File: src/rtl/button_conditioner.sv
// Button front-end: per channel 2-flop synchroniser, counter debouncer, registered press/release pulses.
// Define BUTTON_REPEAT_EN to add auto-repeat press pulses while a button stays held.
module button_conditioner #(
   parameter int N_BUTTONS       = 5,
   parameter int DEBOUNCE_CYCLES = 16,
   parameter int REPEAT_DELAY    = 30,
   parameter int REPEAT_PERIOD   = 10
) (
   input  logic                 clk,
   input  logic                 reset,
   input  logic [N_BUTTONS-1:0] btn_raw,
   output logic [N_BUTTONS-1:0] btn_level,
   output logic [N_BUTTONS-1:0] btn_press,
   output logic [N_BUTTONS-1:0] btn_release,
   output logic                 any_press
);

   localparam int CW = (DEBOUNCE_CYCLES > 1) ? $clog2(DEBOUNCE_CYCLES) : 1;
   localparam logic [CW-1:0] CNT_LAST = CW'(DEBOUNCE_CYCLES - 1);

   if (DEBOUNCE_CYCLES < 1 || REPEAT_DELAY < 2 || REPEAT_PERIOD < 2) begin : g_bad_params
      $error("button_conditioner: illegal parameter value");
   end

   logic [N_BUTTONS-1:0] sync1_q, sync2_q;
   logic [N_BUTTONS-1:0] level_q, level_d;
   logic [N_BUTTONS-1:0] press_q, press_d;
   logic [N_BUTTONS-1:0] release_q, release_d;
   logic                 any_q;
   logic [CW-1:0]        cnt_q [N_BUTTONS];
   logic [CW-1:0]        cnt_d [N_BUTTONS];

`ifdef BUTTON_REPEAT_EN
   localparam int RMAX = (REPEAT_DELAY > REPEAT_PERIOD) ? REPEAT_DELAY : REPEAT_PERIOD;
   localparam int RW   = $clog2(RMAX);
   localparam logic [RW-1:0] RPT_DELAY_LAST  = RW'(REPEAT_DELAY - 1);
   localparam logic [RW-1:0] RPT_PERIOD_LAST = RW'(REPEAT_PERIOD - 1);

   logic [RW-1:0]        rpt_q [N_BUTTONS];
   logic [RW-1:0]        rpt_d [N_BUTTONS];
   // 0 while waiting for the first repeat, 1 once in the periodic phase
   logic [N_BUTTONS-1:0] rpt_ph_q, rpt_ph_d;
`endif

   always_comb begin
      level_d   = level_q;
      press_d   = '0;
      release_d = '0;
`ifdef BUTTON_REPEAT_EN
      rpt_ph_d  = '0;
`endif
      for (int i = 0; i < N_BUTTONS; i++) begin
         cnt_d[i] = '0;
         if (sync2_q[i] != level_q[i]) begin
            if (cnt_q[i] == CNT_LAST) begin
               level_d[i] = sync2_q[i];
            end else begin
               cnt_d[i] = cnt_q[i] + 1'b1;
            end
         end
         press_d[i]   = level_d[i] & ~level_q[i];
         release_d[i] = level_q[i] & ~level_d[i];
`ifdef BUTTON_REPEAT_EN
         // Counter is zero on the press edge and on release, so it only runs during a steady hold
         rpt_d[i] = '0;
         if (level_q[i] && level_d[i]) begin
            if (rpt_q[i] == (rpt_ph_q[i] ? RPT_PERIOD_LAST : RPT_DELAY_LAST)) begin
               press_d[i]  = 1'b1;
               rpt_ph_d[i] = 1'b1;
            end else begin
               rpt_d[i]    = rpt_q[i] + 1'b1;
               rpt_ph_d[i] = rpt_ph_q[i];
            end
         end
`endif
      end
   end

   always_ff @(posedge clk or posedge reset) begin
      if (reset) begin
         sync1_q   <= '0;
         sync2_q   <= '0;
         level_q   <= '0;
         press_q   <= '0;
         release_q <= '0;
         any_q     <= 1'b0;
         for (int i = 0; i < N_BUTTONS; i++) begin
            cnt_q[i] <= '0;
         end
`ifdef BUTTON_REPEAT_EN
         rpt_ph_q <= '0;
         for (int i = 0; i < N_BUTTONS; i++) begin
            rpt_q[i] <= '0;
         end
`endif
      end else begin
         sync1_q   <= btn_raw;
         sync2_q   <= sync1_q;
         level_q   <= level_d;
         press_q   <= press_d;
         release_q <= release_d;
         any_q     <= |press_d;
         for (int i = 0; i < N_BUTTONS; i++) begin
            cnt_q[i] <= cnt_d[i];
         end
`ifdef BUTTON_REPEAT_EN
         rpt_ph_q <= rpt_ph_d;
         for (int i = 0; i < N_BUTTONS; i++) begin
            rpt_q[i] <= rpt_d[i];
         end
`endif
      end
   end

   assign btn_level   = level_q;
   assign btn_press   = press_q;
   assign btn_release = release_q;
   assign any_press   = any_q;

endmodule

File: config.mk
export PLATFORM = sky130hd
export DESIGN_NAME = button_conditioner
export DESIGN_NICKNAME = d
export VERILOG_FILES = /design/src/rtl/button_conditioner.sv
export SDC_FILE = /design/constraint.sdc
export NUM_CORES = 1
export LEC_CHECK = 0
export ABC_CLOCK_PERIOD_IN_PS = 2000
export BUFFER_PORTS_ARGS = -buffer_cell sky130_fd_sc_hd__buf_2
export CAP_MARGIN = 30
export CORE_MARGIN = 3
export CORE_UTILIZATION = 40
export DETAILED_ROUTE_END_ITERATION = 7
export PLACE_DENSITY_LB_ADDON = 0.25
export SLEW_MARGIN = 25
export SYNTH_ARGS = -nofsm -noshare
export SYNTH_HDL_FRONTEND = slang
export SYNTH_SLANG_ARGS = --single-unit
File: constraint.sdc
create_clock -name clk -period 2 [get_ports clk]
set_input_delay 0.3 -clock clk [delete_from_list [all_inputs] [get_ports clk]]
set_output_delay 0.3 -clock clk [all_outputs]
set_load 0.03 [all_outputs]
Word-level counts from Yosys, hierarchy flattened
Index checks and enable logic that the tools add are counted.
{ "totals": {"regBits": 46, "latchBits": 0, "ramBits": 0, "romBits": 0, "inputBits": 7, "out_inout_bits": 16, "elab_cells": 67, "n_memories": 0} }
{ "classes": {"addsub": 5, "n_mul": 0, "n_div": 0, "magnitude_cmp": 0, "eq_ne": 10, "shifts": 0, "n_mux": 20, "n_bitwise": 20, "reduce_logical": 1} }
{ "op_table": {"columns": ["op", "n"], "rows": [
  ["4-bit 2-to-1 mux", 10],
  ["4-bit by 1-bit adder with 4-bit output, second input constant", 5],
  ["4-bit == test, second input constant", 5],
  ["1-bit bitwise AND", 10],
  ["1-bit 2-to-1 mux", 10],
  ["1-bit inverter", 10],
  ["1-bit inequality test", 5],
  ["5-bit OR reduction", 1]
]} }

Depth between registers and ports, before layout
{ "depth": {"depth_word": 5, "mapped_depth": 4} }

Worst setup path before layout
OpenSTA, ideal clock, no wires.
{ "synth_path": {"path_type": "register to register", "startpoint": "register cnt_q[8] in the netlist's numbering", "endpoint": "register any_q, in the netlist any_press", "t_arrival_ns": 1.298, "slack_ns": 0.563, "stages_incl_launch_ff": 5, "cell_sequence": "dfrtp_1 -> ha_1 -> nand3_2 -> nor3b_2 -> or4_1"} }
{ "synth_via": {"elab_chain_len": 5} }
{ "synth_rtl": {"columns": ["item", "line_no", "rtl"], "rows": [
  ["start: declaration", "30", "logic [CW-1:0] cnt_q [N_BUTTONS];"],
  ["start signal: indexed assignment", "104", "cnt_q[i] <= cnt_d[i];"],
  ["4-bit == test", "55", "if (cnt_q[i] == CNT_LAST) begin"],
  ["1-bit 2-to-1 mux", "55", null],
  ["1-bit 2-to-1 mux", "54", "if (sync2_q[i] != level_q[i]) begin"],
  ["1-bit bitwise AND", "61", "press_d[i] = level_d[i] & ~level_q[i];"],
  ["net press_d[2]", "27", "logic [N_BUTTONS-1:0] press_q, press_d;"],
  ["5-bit OR reduction", "102", "any_q <= |press_d;"],
  ["end signal: assignment", "102", null],
  ["end: declaration", "29", "logic any_q;"]
]} }
The timed path passes the listed nets, and every way through them passes these cells.

Worst setup path after layout
Same ends and word-level chain as after synthesis.

==> summary.txt <==
Clock network
  • TritonCTS Buffers: 5
  • Hold-fix buffers, CTS: 0
  • Clk buf depth: 2
  • Worst skew pair latency: 290 ps
  • CTS clk-pin slew, worst paths: 80 ps
  • Root buf cell: clkbuf_8
  • Gates resized, CTS repair: 0
  • CTS tree: yes
  • Setup Buffers After CTS: 0
  • Sink Count: 46
  • H-tree levels: 2

Placed design
  • Global placer's final weighted congestion: 0.711
  • IO Port Bufs: 22
  • Area after DPL: 1920 um^2
  • Detail Placement HPWL: 1950 um

Power and ir drop
  • Leakage power figure: 0.950 nW
  • Peak supply drop: 366 uV
  • Power Dens Cells: 822 nW/um^2

Logic synthesis
  • Average cell area after synthesis: 13.9 um^2
  • Synthesized Nets: 137
  • Count leader, synth: dfrtp_1
  • EDFF count, synth: 0
  • Seq/Total Area, Yosys: 66.3%
  • Synth Flop Type: dfrtp_1
  • YS warnings: 0
  • Async SR Flop Fraction: 100%
  • Synth Instances: 125
  • Share of Yosys cell area claimed by the top area cell type: 66.3%
  • Library cells used by synthesis: 23
  • #FFs+latches synth: 46
  • Yosys top cell by area: dfrtp_1
  • Largest cells by area after synthesis: dfrtp_1 66%, xnor2_1 5.0%, ha_1 3.6%, nor3b_1 3.0%, nor3b_2 2.9%
  • Synth Cell Area: 1740 um^2
  • Top cells by count, synth: 46 x dfrtp_1, 10 x xnor2_1, 8 x a21oi_1

Drt
  • Antenna Nets Post-Route: 0
  • DR pass1 iterations: 2
  • Drt drc: 0
  • Vias per cell: 5.03
  • Vias: 1036
  • Iteration-0 DRC count of the detailed router: 46
  • Wirelength, routed: 2760 um
  • Avg WL per Cell: 13.4 um

Global routing
  • Largest net degree at the start of global routing: 47
  • Total gr overflow: 0
  • First-pass GRT wire length: 4630 um
  • GRT Overall Usage: 11.9%
  • Vias in the first global route: 1026
  • Initial antenna violation count: 0

Outcome
  • Status: finished, final reports clean

Timing
  • Final hold violation count: 0
  • Slew Limit Headroom: 63.1%
  • Max Clock Freq: 655 MHz
  • Clk_skew: 4.16 ps
  • Final worst path period need: 1530 ps
  • RSZ-0062 raised after global routing: false
  • Final setup violation count: 0
  • Final Slew Violations: 0
  • Setup TNS: 0 ps
  • Least-Margin Pin Slew: 553 ps
  • Fin crit share: 76.4%

Floorplan
  • Row cnt: 23
  • Die width: 71.9 um
  • Starting Density: 42.5%
  • CORE AREA: 4090 um^2
  • Height of the die: 71.9 um
  • Die area: 5170 um^2
  • I/O pin cnt: 23

Critical path
  • CP Max Fanout: 4
  • Setup CP Type: register to register
  • FF-to-FF setup slack: 470 ps
  • Worst endpoint required time: 2170 ps
  • Worst setup EP type: register
  • CP startpoint kind: register
  • Critical Path AT: 1690 ps

Finish
  • Layout cells sized above 1: 25.0%
  • Fillers: 373
  • Synth-to-layout area growth: 15.6%
  • Final core occ: 49.1%
  • Seq. cell area: 1150 um^2
  • Multi-input gate area: 563 um^2
  • Final net count: 167
  • Post-route cell area: 2010 um^2
  • # diodes: 0

Flow run
  • Max_cap viols: 0

Min path
  • HP Class: input pin to register
-- flip-flops by register name, indices dropped and copies added (netlist names) --
| register | cells |
|---|---|
| sync1_q | 5 |
| sync2_q | 5 |
| cnt_q | 20 |
| btn_press | 5 |
| any_press | 1 |
| btn_release | 5 |
| btn_level | 5 |
-- power breakdown --
part	switching, W	leakage, nW	total (W)	internal (W)
clock	0.000287	0.0482	0.000566	0.000279
combinational	0.0000464	0.295	0.0000864	0.0000400
sequential	0.0000343	0.607	0.000998	0.000964
total	0.000368	0.950	0.00165	0.00128
-- logic make-up (layout without fill, tap and decap cells) --
family | after synthesis | in the layout | share of synthesized area [%]
flip-flops | 46 | 46 | 66.3
XOR/XNOR | 10 | 10 | 5.04
adder cells (fa/ha/maj) | 5 | 5 | 3.60
multiplexers | 4 | 4 | 2.59
AO/OA/AOI/OAI | 19 | 19 | 6.56
AND/OR/NAND/NOR | 35 | 35 | 14.6
buffers and inverters | 6 | 37 | 1.30
-- final timing paths --
kind	start	end	cells after the start
max	cnt_q[8]	any_press	4
min	btn_raw[3]	sync1_q[3]	1
max reg2reg	cnt_q[8]	any_press	4
min reg2reg	sync1_q[4]	sync2_q[4]	0
max in group asynchronous	reset	sync1_q[0]	3
min in group asynchronous	reset	cnt_q[11]	3
-- placed cells by master, fill, tap and decap left out, types with 4 or more instances in the layout --
| cell | Yosys | routed |
|---|---|---|
| dfrtp_1 | 46 | 46 |
| nand4b_1 | 4 | 4 |
| o21ai_0 | 5 | 5 |
| nor3b_1 | 7 | 7 |
| ha_1 | 5 | 5 |
| nor3b_2 | 4 | 4 |
| a21oi_1 | 8 | 8 |
| xnor2_1 | 10 | 10 |
| clkbuf_8 | 0 | 6 |
| nor2_1 | 6 | 6 |
| inv_1 | 6 | 5 |
| nor2b_1 | 5 | 5 |
| buf_2 | 0 | 22 |
-- critical path: stages (launching register included) --
cell	delay, ps
dfrtp_1	420
ha_1	270
nand3_2	130
nor3b_2	60
or4_1	520
-- layer usage --
layer	vias up	global-route usage, %	share of wire, %
met5	-	0	0
met4	0	6.26	3.0
met3	7	4.71	5.2
met2	20	19.1	49
met1	511	13.9	43
li1	498	-	-
-- stage by stage --
stage               hold WS [ps]  instances  total power [W]  setup WS (ps)
finish                       104        206          0.00165            473
global route                86.1        206          0.00174            379
CTS                         91.2        206          0.00168            460
detailed placement           336        198          0.00110            468
global placement             333        198          0.00110            523
floorplan                    331        125          0.00108            563
-- layout make-up --
class | count | share of cell area (%)
clock buffers | 7 | 4.30
flip-flops and latches | 46 | 57.3
inverters | 6 | 1.12
repair buffers | 23 | 5.86
multi-input cells | 73 | 28.0
clock inverters | 1 | 0.249
well taps | 50 | 3.12
Note: power is estimated with default switching activity, not from simulation.
